## config.mk

```make
export PLATFORM = sky130hd
export DESIGN_NAME = ftdi_tx_writer
export DESIGN_NICKNAME = d
export VERILOG_FILES = /design/src/rtl/ftdi_tx_writer.sv
export SDC_FILE = /design/constraint.sdc
export NUM_CORES = 1
export LEC_CHECK = 0
export CAP_MARGIN = 15
export CORE_MARGIN = 2
export CORE_UTILIZATION = 60
export CTS_CLUSTER_DIAMETER = 80
export DETAILED_ROUTE_END_ITERATION = 10
export PLACE_DENSITY = 0.78
export SYNTH_ARGS = -nofsm -noshare
export SYNTH_HDL_FRONTEND = slang
export SYNTH_SLANG_ARGS = --single-unit
```

## constraint.sdc

```tcl
create_clock -name clock -period 2.4 [get_ports clock]
set_clock_uncertainty 0.15 [all_clocks]
set_input_delay 0.48 -clock clock [delete_from_list [all_inputs] [get_ports clock]]
set_output_delay 0.48 -clock clock [all_outputs]
set_load 0.02 [all_outputs]
```

## src/rtl/ftdi_tx_writer.sv

```systemverilog
// Buffers bytes from the laser receive path and writes them to the FTDI FIFO
// over the shared ADBUS, using a timed WR# strobe once the bus is granted.
module ftdi_tx_writer #(
    parameter int DEPTH       = 16,
    parameter int SETUP_CYC   = 2,
    parameter int WR_LOW_CYC  = 4,
    parameter int HOLD_CYC    = 2,
    parameter int RECOVER_CYC = 4
) (
    input  logic                   clock,
    input  logic                   reset_n,
    input  logic                   en,
    input  logic [7:0]             data_in,
    input  logic                   data_in_valid,
    output logic                   data_in_ready,
    input  logic                   txe,
    input  logic                   bus_grant,
    output logic                   bus_req,
    output logic [7:0]             adbus_out,
    output logic                   adbus_tri,
    output logic                   ftdi_wr,
    output logic [$clog2(DEPTH):0] fifo_count,
    output logic                   overflow
);

    localparam int PTR_W   = $clog2(DEPTH);
    localparam int CNT_W   = $clog2(DEPTH) + 1;
    localparam int MAX_SW  = (SETUP_CYC > WR_LOW_CYC) ? SETUP_CYC : WR_LOW_CYC;
    localparam int MAX_HR  = (HOLD_CYC > RECOVER_CYC) ? HOLD_CYC : RECOVER_CYC;
    localparam int MAX_CYC = (MAX_SW > MAX_HR) ? MAX_SW : MAX_HR;
    localparam int TMR_W   = (MAX_CYC > 1) ? $clog2(MAX_CYC) : 1;

    typedef enum logic [2:0] {
        ST_IDLE,
        ST_REQ,
        ST_SETUP,
        ST_STROBE,
        ST_HOLD,
        ST_RECOVER
    } state_t;

    // Synchronizers and reset-release qualifier
    logic             txe_meta_q, txe_meta_d;
    logic             txe_s_q, txe_s_d;
    logic [1:0]       run_q, run_d;

    // Byte buffer
    logic [7:0]       mem_q [DEPTH];
    logic [PTR_W-1:0] wr_ptr_q, wr_ptr_d;
    logic [PTR_W-1:0] rd_ptr_q, rd_ptr_d;
    logic [CNT_W-1:0] count_q, count_d;
    logic             data_in_ready_q, data_in_ready_d;
    logic             overflow_q, overflow_d;
    logic             push;
    logic             pop;

    // Write sequencer
    state_t           state_q, state_d;
    logic [TMR_W-1:0] tmr_q, tmr_d;
    logic             bus_req_q, bus_req_d;
    logic             adbus_tri_q, adbus_tri_d;
    logic [7:0]       adbus_out_q, adbus_out_d;
    logic             ftdi_wr_q, ftdi_wr_d;

    always_comb begin
        txe_meta_d = txe;
        txe_s_d    = txe_meta_q;
        run_d      = {run_q[0], 1'b1};
    end

    // A dropped byte is one offered while the buffer was already full.
    always_comb begin
        push            = data_in_valid && data_in_ready_q;
        wr_ptr_d        = push ? wr_ptr_q + PTR_W'(1) : wr_ptr_q;
        rd_ptr_d        = pop  ? rd_ptr_q + PTR_W'(1) : rd_ptr_q;
        count_d         = count_q;
        if (push && !pop) begin
            count_d = count_q + CNT_W'(1);
        end else if (!push && pop) begin
            count_d = count_q - CNT_W'(1);
        end
        data_in_ready_d = (count_d < CNT_W'(DEPTH));
        overflow_d      = overflow_q || (data_in_valid && !data_in_ready_q);
    end

    always_ff @(posedge clock or negedge reset_n) begin
        if (!reset_n) begin
            txe_meta_q      <= 1'b1;
            txe_s_q         <= 1'b1;
            run_q           <= 2'b00;
            wr_ptr_q        <= '0;
            rd_ptr_q        <= '0;
            count_q         <= '0;
            data_in_ready_q <= 1'b1;
            overflow_q      <= 1'b0;
        end else begin
            txe_meta_q      <= txe_meta_d;
            txe_s_q         <= txe_s_d;
            run_q           <= run_d;
            wr_ptr_q        <= wr_ptr_d;
            rd_ptr_q        <= rd_ptr_d;
            count_q         <= count_d;
            data_in_ready_q <= data_in_ready_d;
            overflow_q      <= overflow_d;
        end
    end

    always_ff @(posedge clock) begin
        if (push) begin
            mem_q[wr_ptr_q] <= data_in;
        end
    end

    // Each timed state loads (length - 1) on entry and leaves when the timer hits zero.
    always_comb begin
        state_d = state_q;
        tmr_d   = tmr_q;
        pop     = 1'b0;
        case (state_q)
            ST_IDLE: begin
                if (run_q[1] && en && (count_q != '0) && !txe_s_q) begin
                    state_d = ST_REQ;
                end
            end
            ST_REQ: begin
                if (bus_grant) begin
                    state_d = ST_SETUP;
                    tmr_d   = TMR_W'(SETUP_CYC - 1);
                end
            end
            ST_SETUP: begin
                if (tmr_q == '0) begin
                    state_d = ST_STROBE;
                    tmr_d   = TMR_W'(WR_LOW_CYC - 1);
                end else begin
                    tmr_d = tmr_q - TMR_W'(1);
                end
            end
            ST_STROBE: begin
                if (tmr_q == '0) begin
                    state_d = ST_HOLD;
                    tmr_d   = TMR_W'(HOLD_CYC - 1);
                end else begin
                    tmr_d = tmr_q - TMR_W'(1);
                end
            end
            ST_HOLD: begin
                if (tmr_q == '0) begin
                    state_d = ST_RECOVER;
                    tmr_d   = TMR_W'(RECOVER_CYC - 1);
                    pop     = 1'b1;
                end else begin
                    tmr_d = tmr_q - TMR_W'(1);
                end
            end
            ST_RECOVER: begin
                if (tmr_q == '0) begin
                    state_d = ST_IDLE;
                end else begin
                    tmr_d = tmr_q - TMR_W'(1);
                end
            end
            default: begin
                state_d = ST_IDLE;
                tmr_d   = '0;
            end
        endcase
    end

    // Bus outputs are a registered decode of the current state, so they trail it by one cycle.
    always_comb begin
        bus_req_d   = (state_q inside {ST_REQ, ST_SETUP, ST_STROBE, ST_HOLD});
        adbus_tri_d = (state_q inside {ST_SETUP, ST_STROBE, ST_HOLD});
        ftdi_wr_d   = (state_q != ST_STROBE);
        adbus_out_d = adbus_tri_d ? mem_q[rd_ptr_q] : 8'h00;
    end

    always_ff @(posedge clock or negedge reset_n) begin
        if (!reset_n) begin
            state_q     <= ST_IDLE;
            tmr_q       <= '0;
            bus_req_q   <= 1'b0;
            adbus_tri_q <= 1'b0;
            adbus_out_q <= 8'h00;
            ftdi_wr_q   <= 1'b1;
        end else begin
            state_q     <= state_d;
            tmr_q       <= tmr_d;
            bus_req_q   <= bus_req_d;
            adbus_tri_q <= adbus_tri_d;
            adbus_out_q <= adbus_out_d;
            ftdi_wr_q   <= ftdi_wr_d;
        end
    end

    assign data_in_ready = data_in_ready_q;
    assign fifo_count    = count_q;
    assign overflow      = overflow_q;
    assign bus_req       = bus_req_q;
    assign adbus_tri     = adbus_tri_q;
    assign adbus_out     = adbus_out_q;
    assign ftdi_wr       = ftdi_wr_q;

endmodule
```

; Word level (Yosys, flattened, before mapping)
; Memories as Yosys holds them, arrays and structs flattened.
; Cells that the tools add are included.
[op_classes]
n_eq_ne = 13
bitwise = 1
add_sub_neg = 5
magnitude_cmp = 1
muxes = 19
reduce_logical = 20
[ops]
columns = op, count
row1 = $mux 3, 6
row2 = $pmux 3 s6, 1
row3 = $ne 2x2->1 const B, 7
row4 = $mux 5, 2
row5 = $pmux 2 s5, 1
row6 = $add 4x1->4 const B, 2
row7 = $mux 2, 4
row8 = $mux 8, 1
row9 = $logic_and 1x1->1, 7
row10 = $eq 3x2->1 const B, 2
row11 = $eq 3x3->1 const B, 2
row12 = $reduce_and 6->1, 1
row13 = $add 5x1->5 const B, 1
row14 = $lt 5x5->1 const B, 1
row15 = $reduce_bool 5->1, 1
row16 = $sub 5x1->5 const B, 1
row17 = $logic_not 1->1, 4
row18 = $mux 1, 4
row19 = $reduce_bool 4->1, 1
row20 = $eq 3x1->1 const B, 1
row21 = $logic_not 3->1, 1
row22 = $ne 3x2->1 const B, 1
row23 = $reduce_and 3->1, 1
row24 = $reduce_bool 3->1, 1
row25 = other kinds (5), 5
[totals]
elab_cells = 74
ramBits = 128
mem_count = 1
in_bits = 14
register_bits = 35
[mem_list]
columns = memory, words, width, rd, rd_clocked_by_memory_dff, write_ports, line
row1 = mem_q, 16, 8, 1, 0, 1, 48  ; logic [7:0] mem_q [DEPTH];

; Logic depth before layout (Yosys ltp)
[logic_depth]
ltp_word = 7
ltp_mapped = 10

; Worst setup path after synthesis
; Ideal clock, no wire load.
[synth_timing]
kind = flip-flop to flip-flop
startpoint = reg tmr_q[0]
endpoint = reg count_q[3] (netlist: fifo_count[3])
slack_ps = 241
arrival_ps = 1927
path_stages_with_launch = 11
required_ps = 2168
n_path_buf = 1
period_less_slack_ps = 2159
cell_sequence = dfrtp_1 inv_1 ha_1 and3_1 buf_2 inv_1 ha_1 nand2b_1 o41ai_1 a21oi_1 a31oi_1
[synth_via]
elab_chain_len = 6
elab_cells_between_ends = 8
[synth_lines]
columns = item, line
row1 = from (decl), 59  ; logic [TMR_W-1:0] tmr_q, tmr_d;
row2 = from (signal assigned), 188  ; tmr_q <= tmr_d;
row3 = $logic_not 2->1 *, 148  ; if (tmr_q == '0) begin
row4 = $mux 1 *, 148
row5 = $mux 1 *, 119  ; case (state_q)
row6 = via pop, 55  ; logic pop;
row7 = $logic_and 1x1->1 or $logic_not 1->1 (tied branches), "79, 77"
row8 = $mux 5 or $logic_and 1x1->1 (tied branches), "79, 77"
row9 = $mux 5 *, 77  ; if (push && !pop) begin
row10 = to (signal assigned), 102  ; count_q <= count_d;
row11 = to (decl), 51  ; logic [CNT_W-1:0] count_q, count_d;
; The timed path passes the listed nets; every way through them passes the cells marked *.
; A chain may end at the register's enable or synchronous reset.

; Worst setup path in the final report
[layout_timing]
startpoint = reg data_in_ready_q (netlist: data_in_ready)
endpoint = out data_in_ready
[layout_rtl]
columns = item, line
row1 = from (decl), 52  ; logic data_in_ready_q, data_in_ready_d;
row2 = from (signal assigned), 103  ; data_in_ready_q <= data_in_ready_d;
row3 = to (decl), 15  ; output logic data_in_ready,
; No word-level cell between the ends.

==> reports/summary.txt <==
status -> finished clean
CP required -> 1.77 ns
Worst-path clk slew -> 0.06 ns
crit path from -> data_in_ready
Static Leak -> 2.83 nW
Final setup viols -> 0
buffers and inverters on the worst path -> 1
chip height -> 109 microns
antenna violations before repair -> 0
Switch Pwr -> 2.56 mW
final worst slack -> 0.0716 ns
Crit Path Class -> reg -> out
critical-path cell list -> clkdlybuf4s50_1
Max VDD drop -> 0.000891 V
Chip Width -> 109 microns
wire per inst -> 22.9 microns
max incr delay on CP -> 0.62 ns
worst slew pin tran -> 0.762 ns
Crit Path Max Fanout -> 4
max-slew violation count -> 0
Hold WS -> 0.201 ns
GRT overflow -> 0
RSZ-0062 raised after global routing -> false
Reg power frac -> 43.2%
Slowest cell on crit path -> clkdlybuf4s50_1
Place WS -> -0.0775 ns
total routed wirelength -> 13,200 microns
Pre-Repair DR Iteration Count -> 5
routed vias -> 3,490
detailed-route DRC error count -> 0
worst r2r dst -> adbus_out[3]
Die ar. -> 0.0119 sq mm
Routed Antenna Nets -> 0
CTS tree -> yes
syn_nets -> 384
Num CTS Buffers -> 17
Gate Count Post-Synth -> 359
gpl congestion -> 0.799
Max Cap Viol -> 0
CTS Sinks -> 163
Final Util -> 73.5%
first-pass GRT wire length -> 20,200 microns
reg2reg setup slack -> 0.24 ns
layout cells sized above 1 -> 20.5%
Design Power -> 8.59 mW
Final period util -> 97.0%
Initial Util -> 61.2%
Hold Crit Class -> reg -> reg
Worst path depth -> 1
CP delay by family, top -> buffers and inverters
DP HPWL -> 8200 microns
RR Startpoint -> rd_ptr_q[1]
Total Neg Setup Slack -> 0 ns
clk_lat worst skew -> 0.53 ns
clk buf depth -> 2
final hold vios -> 0
largest net degree at the start of global routing -> 36
worst reg2reg path depth -> 5
number of synthesized register bits -> 163
fmax -> 0.429 GHz
crit start category -> flop
Slew headroom -> 49.2%
Root Driver -> clkbuf_8
Clock power frac -> 30.2%
vias in the first global route -> 3,511
P&R area growth vs syn -> 20.1%
PortBufs -> 31
vias per inst -> 6.07
switching power share of the total -> 29.8%
postcts setup bufs -> 0
total track usage -> 24.7%
Arr. time, crit path -> 1.70 ns
logic gate share of total power -> 26.7%
fin crit period -> 2.33 ns
first-iteration detailed-routing DRC count -> 391
Placeable Area -> 0.0108 sq mm
CTS H-tree lvls -> 4
P per Cell Area -> 1080 mW/mm^2
NumNets Final -> 447
Mapped Avg Cell Area -> 18.4 sq um
Critical Path End -> data_in_ready
Distinct cells, synth -> 43
io pins -> 32
post-synthesis sequential area ratio -> 71.5%
P_int -> 6.03 mW
synthesized area -> 0.00661 sq mm
Ys Warns -> 0
Rows -> 38
Crit. End Element -> primary output
ANT cells -> 0
[final cells by class]
class	count	area, sq um
Timing Repair Buffer	62	691
Multi-Input combinational cell	164	1710
Tap cell	140	175
Clock buffer	22	495
Sequential cell	163	4730
Clock inverter	10	81.3
Inverter	14	52.6
Fill cell	603	2860
[repair_timing]
item,CTS,global route
hold buffers,1,0
endpoints found under the setup margin,0,1
gates resized for setup,0,1
endpoints found under the hold margin,31,0
[routing by layer]
layer	part of all wire, %	GRT usage, %	vias to the layer above
met5	0	0	-
met4	2.0	8.88	0
met3	6.9	6.16	22
met2	51	39.3	160
met1	40	33.5	1756
li1	-	-	1552
[synth_stat cells (all sizes together)]
| cell type | count | area, sq um |
|---|---|---|
| dfstp | 4 | 105 |
| nand4 | 3 | 18.8 |
| nor3b | 1 | 7.51 |
| and2 | 12 | 75.1 |
| o41ai | 1 | 8.76 |
| o211ai | 1 | 7.51 |
| o31a | 2 | 17.5 |
| nor4 | 1 | 6.26 |
| xor2 | 3 | 26.3 |
| o31ai | 1 | 7.51 |
| mux4 | 32 | 766 |
| nor4b | 1 | 8.76 |
| nor2 | 6 | 22.5 |
| nand2b | 1 | 6.26 |
| xnor2 | 7 | 61.3 |
| nand3 | 2 | 10.0 |
| o21ai | 9 | 45.0 |
| buf | 13 | 98.8 |
| a211oi | 18 | 135 |
| a21o | 1 | 7.51 |
| mux2 | 2 | 22.5 |
| nor2b | 11 | 68.8 |
| nor3 | 1 | 5.00 |
| ha | 11 | 138 |
| a31oi | 2 | 12.5 |
| clkbuf | 5 | 18.8 |
| inv | 14 | 52.6 |
| and3 | 6 | 37.5 |
| edfxtp | 128 | 3840 |
| a22oi | 2 | 15.0 |
| nand2 | 9 | 33.8 |
| a311o | 1 | 10.0 |
| a311oi | 1 | 8.76 |
| conb | 1 | 3.75 |
| mux2i | 8 | 80.1 |
| a21oi | 6 | 30.0 |
| o221ai | 1 | 8.76 |
| dfrtp | 31 | 776 |
[registers in the layout, indices dropped and copies added (netlist names)]
register / count
data_in_ready: 1
state_q: 3
wr_ptr_q: 4
txe_meta_q: 1
rd_ptr_q: 4
ftdi_wr: 1
fifo_count: 5
adbus_tri: 1
run_q: 2
txe_s_q: 1
mem_q: 128
adbus_out: 8
tmr_q: 2
bus_req: 1
overflow: 1
[power groups by stage]
stage                     registers, mW  logic, mW  clock network [mW]
after floorplan                    3.82       1.29                   0
after global placement             3.73       2.21                   0
after detailed placement           3.76       2.26                   0
after CTS                          3.71       2.30                2.62
after global routing               3.75       2.47                2.74
final                              3.71       2.29                2.59
[per-stage QoR]
step	area, sq um	instances
after global placement	7340	542
after detailed placement	7340	542
after CTS	7930	575
after global routing	7930	575
after floorplan	6610	359
final	7930	575
[worst min path at each step]
| stage | from | endpoint | slack, ns | depth (start not counted) |
|---|---|---|---|---|
| after CTS | txe | txe_meta_q | 0.18 | 1 |
| final | run_q[0] | run_q[1] | 0.20 | 0 |
| after global placement | run_q[0] | run_q[1] | 0.18 | 0 |
| after global routing | txe | txe_meta_q | 0.19 | 1 |
| after detailed placement | run_q[0] | run_q[1] | 0.19 | 0 |
| after floorplan | reset_n | adbus_out[0] | 0.03 | 0 |
[placed cells by master (no fill, tap or decap), types with 11 or more instances in the layout]
cell / synthesis / final
edfxtp_1: 128 / 128
dfrtp_1: 31 / 30
clkdlybuf4s50_1: 0 / 30
mux4_2: 20 / 20
a211oi_1: 18 / 18
clkbuf_16: 0 / 18
buf_4: 3 / 18
inv_1: 14 / 14
mux4_1: 12 / 12
and2_1: 12 / 12
buf_12: 1 / 12
nor2b_1: 11 / 11
ha_1: 11 / 11
[cells by family after synthesis]
logic type / count (synthesis) / synth area share, %
other: 1 / 0.0568
flip-flops: 163 / 71.5
AO/OA/AOI/OAI: 46 / 4.75
XOR/XNOR: 10 / 1.33
AND/OR/NAND/NOR: 54 / 4.55
buffers and inverters: 32 / 2.58
multiplexers: 42 / 13.1
adder cells (fa/ha/maj): 11 / 2.08
Note: power is estimated with default switching activity, not from simulation.
